## src/rtl/keypad_pkg.sv

```systemverilog
// Shared types and constants for the 4x4 keypad scanner.
package keypad_pkg;

    typedef enum logic [1:0] {
        SCAN,
        DEBOUNCE,
        PRESSED,
        RELEASE
    } state_t;

    localparam int unsigned COL_W  = 2;
    localparam int unsigned ROW_W  = 2;
    localparam int unsigned CODE_W = COL_W + ROW_W;

    localparam logic [3:0] COL0 = 4'b0001;
    localparam logic [3:0] COL1 = 4'b0010;
    localparam logic [3:0] COL2 = 4'b0100;
    localparam logic [3:0] COL3 = 4'b1000;

    function automatic logic [3:0] col_drive(input logic [COL_W-1:0] idx);
        unique case (idx)
            2'd0: col_drive = COL0;
            2'd1: col_drive = COL1;
            2'd2: col_drive = COL2;
            2'd3: col_drive = COL3;
        endcase
    endfunction

    // Multi-row presses resolve to the lowest row index.
    function automatic logic [ROW_W-1:0] lowest_row(input logic [3:0] pattern);
        priority casez (pattern)
            4'b???1: lowest_row = 2'd0;
            4'b??10: lowest_row = 2'd1;
            4'b?100: lowest_row = 2'd2;
            default: lowest_row = 2'd3;
        endcase
    endfunction

endpackage

```

## src/rtl/row_sync.sv

```systemverilog
// Two-flop synchronizer bringing the asynchronous row sense into the clock domain.
module row_sync (
    input  logic       clk,
    input  logic       rst,
    input  logic [3:0] row,
    output logic [3:0] row_s
);

    logic [3:0] meta;

    always_ff @(posedge clk or posedge rst) begin
        if (rst) begin
            meta  <= '0;
            row_s <= '0;
        end else begin
            meta  <= row;
            row_s <= meta;
        end
    end

endmodule

```

## src/rtl/keypad_scan_ctrl.sv

```systemverilog
// Column scanner, press/release debouncer and single-entry key output register
// with valid/ready handshake and overrun reporting.
module keypad_scan_ctrl
    import keypad_pkg::*;
#(
    parameter int unsigned SCAN_DWELL      = 4,
    parameter int unsigned DEBOUNCE_CYCLES = 4
) (
    input  logic              CLK,
    input  logic              RST,
    input  logic [3:0]        row,
    output logic [3:0]        scan,
    output logic [CODE_W-1:0] key_code,
    output logic              key_valid,
    input  logic              key_ready,
    output logic              overrun
);

    localparam logic [7:0] DWELL_LAST = 8'(SCAN_DWELL - 1);
    localparam logic [7:0] DEB_LAST   = 8'(DEBOUNCE_CYCLES - 1);

    state_t           state;
    state_t           state_next;
    logic [3:0]       row_s;
    logic [3:0]       pattern;
    logic [COL_W-1:0] col;
    logic [7:0]       cnt;
    logic             col_adv;
    logic             load;
    logic             drop;

    row_sync u_row_sync (
        .clk   (CLK),
        .rst   (RST),
        .row   (row),
        .row_s (row_s)
    );

    always_ff @(posedge CLK or posedge RST) begin
        if (RST) state <= SCAN;
        else     state <= state_next;
    end

    always_comb begin
        state_next = state;
        col_adv    = 1'b0;
        unique case (state)
            SCAN: begin
                if (cnt == DWELL_LAST) begin
                    if (row_s != '0) state_next = DEBOUNCE;
                    else             col_adv    = 1'b1;
                end
            end
            DEBOUNCE: begin
                if (row_s != pattern) begin
                    state_next = SCAN;
                    col_adv    = 1'b1;
                end else if (cnt == DEB_LAST) begin
                    state_next = PRESSED;
                end
            end
            PRESSED: state_next = RELEASE;
            RELEASE: begin
                if (row_s == '0 && cnt == DEB_LAST) begin
                    state_next = SCAN;
                    col_adv    = 1'b1;
                end
            end
        endcase
    end

    always_comb begin
        scan = col_drive(col);
        load = (state == PRESSED) && (!key_valid || key_ready);
        drop = (state == PRESSED) && !load;
    end

    // One counter serves dwell, press debounce and release debounce; it
    // restarts on every state entry and on every column advance.
    always_ff @(posedge CLK or posedge RST) begin
        if (RST) begin
            cnt     <= '0;
            col     <= '0;
            pattern <= '0;
        end else begin
            if (state_next != state || col_adv)       cnt <= '0;
            else if (state == RELEASE && row_s != '0) cnt <= '0;
            else                                      cnt <= cnt + 8'd1;
            if (col_adv) col <= col + 2'd1;
            if (state == SCAN && state_next == DEBOUNCE) pattern <= row_s;
        end
    end

    always_ff @(posedge CLK or posedge RST) begin
        if (RST) begin
            key_code  <= '0;
            key_valid <= 1'b0;
            overrun   <= 1'b0;
        end else begin
            overrun <= drop;
            if (load) begin
                key_code  <= {col, lowest_row(pattern)};
                key_valid <= 1'b1;
            end else if (key_ready) begin
                key_valid <= 1'b0;
            end
        end
    end

endmodule

```

## config.mk

```make
export PLATFORM = sky130hd
export DESIGN_NAME = keypad_scan_ctrl
export DESIGN_NICKNAME = d
export VERILOG_FILES = /design/src/rtl/keypad_pkg.sv /design/src/rtl/row_sync.sv /design/src/rtl/keypad_scan_ctrl.sv
export SDC_FILE = /design/constraint.sdc
export NUM_CORES = 1
export LEC_CHECK = 0
export CELL_PAD_IN_SITES_DETAIL_PLACEMENT = 2
export CELL_PAD_IN_SITES_GLOBAL_PLACEMENT = 2
export CORE_ASPECT_RATIO = 1.75
export CORE_MARGIN = 2
export CORE_UTILIZATION = 38
export DETAILED_ROUTE_END_ITERATION = 16
export PLACE_DENSITY = 0.87
export SKIP_CTS_REPAIR_TIMING = 1
export SYNTH_ARGS = -nofsm -noshare
export SYNTH_HDL_FRONTEND = slang
export SYNTH_SLANG_ARGS = --single-unit
export TNS_END_PERCENT = 20
```

## constraint.sdc

```tcl
create_clock -name CLK -period 3.5 [get_ports CLK]
set_clock_uncertainty 0.05 [all_clocks]
set_input_delay 1.05 -clock CLK [delete_from_list [all_inputs] [get_ports CLK]]
set_output_delay 1.05 -clock CLK [all_outputs]
set_load 0.02 [all_outputs]
```

==> metrics.md <==
| Metric | Value |
|---|---|
| Peak VDD IR | 0.438 mV |
| Tot Pwr | 0.00140 W |
| Netlist Area Pre-Place | 0.00130 mm^2 |
| # port buffers | 16 |
| Largest net degree at the start of global routing | 31 |
| Clk sinks | 30 |
| CP max stage delay | 620 ps |
| Int Power | approximately 0.0009 W |
| Register area share after synthesis | 0.579 |
| Hold Crit Class | register to register |
| Most common cell after layout, fill and taps aside | dfrtp_1 |
| Wire length per cell | around 17 um |
| Fillcell total | between 300 and 400 |
| WP data required | 2400 ps |
| Layout area overhead | 25.7% |
| Wire length on met1 | 971 um |
| WL met3 | 62 um |
| DIE HEIGHT | 81.3 um |
| Pwr dens | 859 mW/mm^2 |
| TritonRoute pass-1 iters | 3 |
| CP max stage cell | clkdlybuf4s50_1 |
| CTS tree | done |
| Worst skew pair latency | 280 ps |
| Io pins | 17 |
| Seq pwr share | 0.387 |
| Cells after DPL | approximately 170 |
| Worst setup margin | approximately 760 ps |
| Initial Utilization | 0.389 |
| Final Critical Period | 2740 ps |
| Syn Area/Cell | 12.1 um^2 |
| Final-report hold violation count | 0 |
| Clock power share | 0.248 |
| Actual slew at the worst max-slew pin | 1030 ps |
| Yosys cell types | 28 |
| Antenna Nets Post-Route | 0 |
| Max Fanout on Critical Path | 4 |
| Critical path arrival | 1640 ps |
| Post-synthesis net count | 119 |
| Nets | roughly 140 |
| Switching portion of total power | 0.361 |
| Grt ovf | 0 |
| CTS Buffer Depth | 2 |
| Switching power | 0.000505 W |
| Status | finished clean |
| Setup slack after placement | roughly 1100 ps |
| Storage cell area | around 750 um^2 |
| CP Cell Sequence | inv_1 > ha_1 > clkdlybuf4s50_1 |
| Startpoint type of the worst setup path | register |
| Most frequent cells in the layout | dfrtp_1 (30), clkdlybuf4s50_1 (16), xor2_1 (9), nor2_1 (9), nand3_1 (8) |
| Gate power share | 0.364 |
| Detailed-route wire length | between 2000 and 3000 um |
| ANT cells | 0 |
| Layout cell share with drive strength beyond 1 | 0.130 |
| Setup TNS | 0 ps |
| Slew margin rel. | 0.304 |
| Area of the multi-input gates | 518 um^2 |
| Row count | 28 |
| Post-route insts no fill | between 150 and 200 |
| RSZ-0062 raised after global routing | false |
| Die Area | 0.00391 mm^2 |
| Drt via density | 5.15 |
| Num CTS Buffers | 5 |
| Final worst-path cycle share | 0.782 |
| Total core area | 0.00333 mm^2 |
| Vias in the first global route | 1016 |
| Metal2 WL | 1830 um |
| Dpl hpwl | 2210 um |
| Yosys warns | 0 |
| Fmax | between 300 and 400 MHz |
| Seq cells post-synth | 30 |
| Max cap viols | 0 |
| Initial antenna violation count | 0 |
| Crit path kind | register to output pin |
| Fin util | 0.489 |
| Final setup viols | 0 |
| Number of remaining DRC errors | 0 |
| 1st-iter DRT viols | 11 |
| H-tree depth | 2 |
| CTS root buf | clkbuf_8 |
| RePlAce Congestion | 0.779 |
| Die W | between 40 and 50 um |
| CP Capture Type | output pin |
| Clock transition at path regs | 70 ps |
| Slew Limit Fails | 0 |
| Gate Count Post-Synth | 107 |
| Global-route wire length before repair | 4940 um |
| Top layer reached by signal wires | met4 |
| Pleak | 0.722 nW |
| Vias | 906 |
| GRT Overall Usage | 0.183 |
[flip-flops by register name, summed over array words and instances (netlist names)]
signal and count:
cnt 8, overrun 1, u_row_sync.meta 4, key_valid 1
col 2, key_code 4, pattern 4, state 2
u_row_sync.row_s 4
[area by class of cell]
cell class / count / share of cell area
Clock buffer: 5 / 0.0422
Clock inverter: 3 / 0.0276
Inverter: 6 / 0.0138
Multi-Input combinational cell: 70 / 0.318
Sequential cell: 30 / 0.461
Tap cell: 45 / 0.0346
Timing Repair Buffer: 17 / 0.103
[power by group through the flow]
stage / clock network, W / registers [W] / logic, W
after floorplan: 0 / 0.000544 / 0.000327
after global placement: 0 / 0.000534 / 0.000475
after detailed placement: 0 / 0.000545 / 0.000518
after CTS: 0.000355 / 0.000542 / 0.000525
after global routing: 0.000371 / 0.000554 / 0.000574
final: 0.000347 / 0.000542 / 0.000510
[metal layers]
layer / global-route usage / up-vias
li1: - / 420
met1: 0.179 / 465
met2: 0.338 / 16
met3: 0.0333 / 5
met4: 0.0811 / 0
met5: 0 / -
[cell usage after synthesis, drive strengths merged]
cell | number | area share
o21ai | 4 | 0.015
o41ai | 1 | 0.0068
xor2 | 9 | 0.061
nand3 | 8 | 0.031
nor2 | 9 | 0.026
o311ai | 1 | 0.0068
or4 | 2 | 0.012
o21bai | 1 | 0.0058
ha | 5 | 0.048
nand2b | 1 | 0.0048
buf | 1 | 0.0039
nor4 | 2 | 0.0097
o211ai | 1 | 0.0058
nor2b | 1 | 0.0048
nor3 | 1 | 0.0077
inv | 6 | 0.017
dfrtp | 30 | 0.58
a31oi | 2 | 0.0097
nand2 | 8 | 0.025
nand4 | 1 | 0.0048
o31ai | 2 | 0.012
mux2 | 5 | 0.055
and3 | 2 | 0.0097
xnor2 | 2 | 0.014
a41oi | 1 | 0.0068
nor4b | 1 | 0.018
[final timing paths]
path	slack, ps	depth (start not counted)	startpoint	end
worst min register to register	300	0	u_row_sync.meta[0]	u_row_sync.row_s[0]
worst min-delay path	300	0	u_row_sync.meta[0]	u_row_sync.row_s[0]
worst max register to register	1230	5	cnt[0]	pattern[2]
max in group asynchronous	2020	3	RST	key_code[1]
min in group asynchronous	1110	3	RST	u_row_sync.meta[1]
worst max-delay path	760	3	col[1]	scan[1]
[logic make-up after synthesis]
family | Yosys count | share of synthesized area
xor gates and xnor gates | 11 | 0.0743
adders and majority gates | 5 | 0.0483
buffers and inverters | 7 | 0.0212
AOI/OAI and AO/OA | 13 | 0.0685
and+or+nand+nor | 36 | 0.153
muxes | 5 | 0.0550
DFF | 30 | 0.579
[worst max-delay path: cells and delay by family (launching register included)]
kind | cells | cell delay, ps
DFF | 1 | 420
adders and majority gates | 1 | 190
buffers and inverters | 2 | 740
[stage by stage]
stage                     instance area [um^2]  hold slack, ps
after global routing                      1630             312
final                                     1630             302
after global placement                    1520             282
after detailed placement                  1520             288
after CTS                                 1630             304
after floorplan                           1300             281
Note: power is estimated with default switching activity, not from simulation.
==> RTL edit, RTL diff (same flow settings) <==
The package constant `COL_W` goes from 2 to 3.
--- a/src/rtl/keypad_pkg.sv
+++ b/src/rtl/keypad_pkg.sv
@@ -8,7 +8,7 @@
         RELEASE
     } state_t;
 
-    localparam int unsigned COL_W  = 2;
+    localparam int unsigned COL_W  = 3;
     localparam int unsigned ROW_W  = 2;
     localparam int unsigned CODE_W = COL_W + ROW_W;
 
Interface: changed (resized key_code); port bits go from 17 to 18. The function was not compared with the original's and may differ.
==> RTL edit against the original RTL <==
Area after synthesis increased by 5.8%. Non-clock buffer count is 1 higher. Largest cell class unchanged. Critical endpoint is now scan[0]. Sequential cell count increased by 2. Power rose by 4.7%. Worst setup slack worse by 0.22 ns. Sequential power grew 6.1%. Sequential share of layout area up 0.67 points. Final area up 5.1%. Final cell count increased by 5.1%. Count of clock-buffer cells in the layout up 1. Global-route usage is 0.64 points lower. Wire length up 3.8%. Core utilization increased by 0.94 points.
==> RTL edit: results (changes against the original RTL) <==
- Synth top area cells: dfrtp_1, xor2_1, ha_1
- Post-synthesis sequential area ratio: 58.4% (+0.48 points)
- Post-Synth XOR/XNOR Area: 7.03% (-0.41 points)
- Crit Path Max Fanout: 4 (unchanged)
- Period utilisation layout: 84.6% (+6.4 points)
- Pre-CTS WS: 0.842 ns (-0.209 ns)
- DP Wirelength: 2.34 mm (+5.8%)
- Synth Area in Adders: 4.56% (-0.26 points)
- Outcome: finished, final reports clean
- I/O Buffers: 17 (+1)
- Clock transition at path regs: 0.07 ns (about the same)
- Total track usage: 17.6% (-0.64 points)
- Violation count after the first detailed-route iteration: 5 (-6)
- Commonest cells in the netlist: dfrtp_1, nor2_1, xor2_1, inv_1, nand2_1
- Registers with the most flip-flops: cnt x8, key_code x5
- WL/cell: 16.4 µm (-1.3%)
- Largest net degree at the start of global routing: 33 (+6.5%)
- Hold endpoint: u_row_sync.row_s[1]$_DFF_PP0_
- Worst reg-to-reg setup slack: 1.38 ns (+0.15 ns)
- First-pass GRT wire length: 5.36 mm (+8.5%)
- WHS: 0.300 ns (-0.00155 ns)
- Fillers: 370 (+8.8%)
- Relative slew slack: 67.2% (+37 points)
- 1st-pass router iterations: 2 (-1)
- Hold Startpoint: u_row_sync.meta[1]$_DFF_PP0_
- Leak Pwr: 0.771 nW (+6.8%)
- Compound-cell area share of the yosys netlist: 8.30% (+1.4 points)
- Max stage delay on crit path: 0.65 ns (+0.03 ns)
- Mux contribution to synthesized area: 4.74% (-0.76 points)
- Post-Synthesis Net Count: 126 (+5.9%)
- Vias in the first global route: 1,069 (+5.2%)
- Drc violations: 0 (unchanged)
- Tightest Hold Check Type: register to register
- Crit path arrival time: 1.86 ns (+0.22 ns)
- Vias: 942 (+4.0%)
- Nets: 151 (+6.3%)
- Fraction of layout cells with a size suffix above 1: 11.4% (-1.5 points)
- Max VDD drop: 0.445 mV (+1.4%)
- GPL Wtd Cong: 0.673 (-14%)
==> RTL edit: metrics by stage <==
stage | utilization, % | power, mW | cells | cell area [µm²]
after detailed placement | 46.8 | 1.14 | 177 | 1610
after global routing | 49.9 | 1.58 | 185 | 1710
after floorplan | - | 0.915 | 114 | 1370
final | 49.9 | 1.46 | 185 | 1710
after global placement | 46.8 | 1.08 | 177 | 1610
after CTS | 49.9 | 1.49 | 185 | 1710
==> RTL edit: worst max-delay path: cells and delay by family (launching register included) <==
family          cells  cell delay (ns)
fa+ha+maj           1             0.19
compound gates      1             0.23
buf+inv             2             0.75
flops               1             0.40
==> RTL edit: kinds of logic (layout without fill, tap and decap cells) <==
group,Yosys count,in the layout
and+or+nand+nor,39,39
DFF,32,32
muxes,6,6
adders and majority gates,5,5
AOI/OAI and AO/OA,13,13
buffers and inverters,8,34
xor gates and xnor gates,11,11
==> RTL edit: power breakdown <==
part	total, mW	internal [mW]	leakage (nW)	switching (mW)
clock	0.342	0.211	0.0552	0.131
combinational	0.547	0.238	0.313	0.310
sequential	0.575	0.475	0.404	0.100
==> RTL edit: final cells by class <==
cell class,instances,share of cell area (%)
clock buffer,6,4.24
tap,45,3.29
sequential,32,46.7
inverter,8,1.75
timing repair buffer,18,10.4
clock inverter,2,2.05
multi-input combinational,74,31.6
==> RTL edit: per-layer routing <==
layer  vias to the layer above  global-route usage [%]  part of all wire, %  wire length [µm]
met1                       483                    17.2                   33              1010
li1                        437                       -                    -                 -
met4                         0                    6.82                  2.0                60
met5                         -                       0                    0                 0
met2                        17                    33.7                   62              1880
met3                         5                    4.84                  3.0                90
==> RTL edit: worst max path at each step <==
stage,to,cells after the start
after floorplan,scan[2],4
after global placement,scan[0],4
after detailed placement,scan[0],4
after CTS,scan[0],4
after global routing,scan[0],4
final,scan[0],4
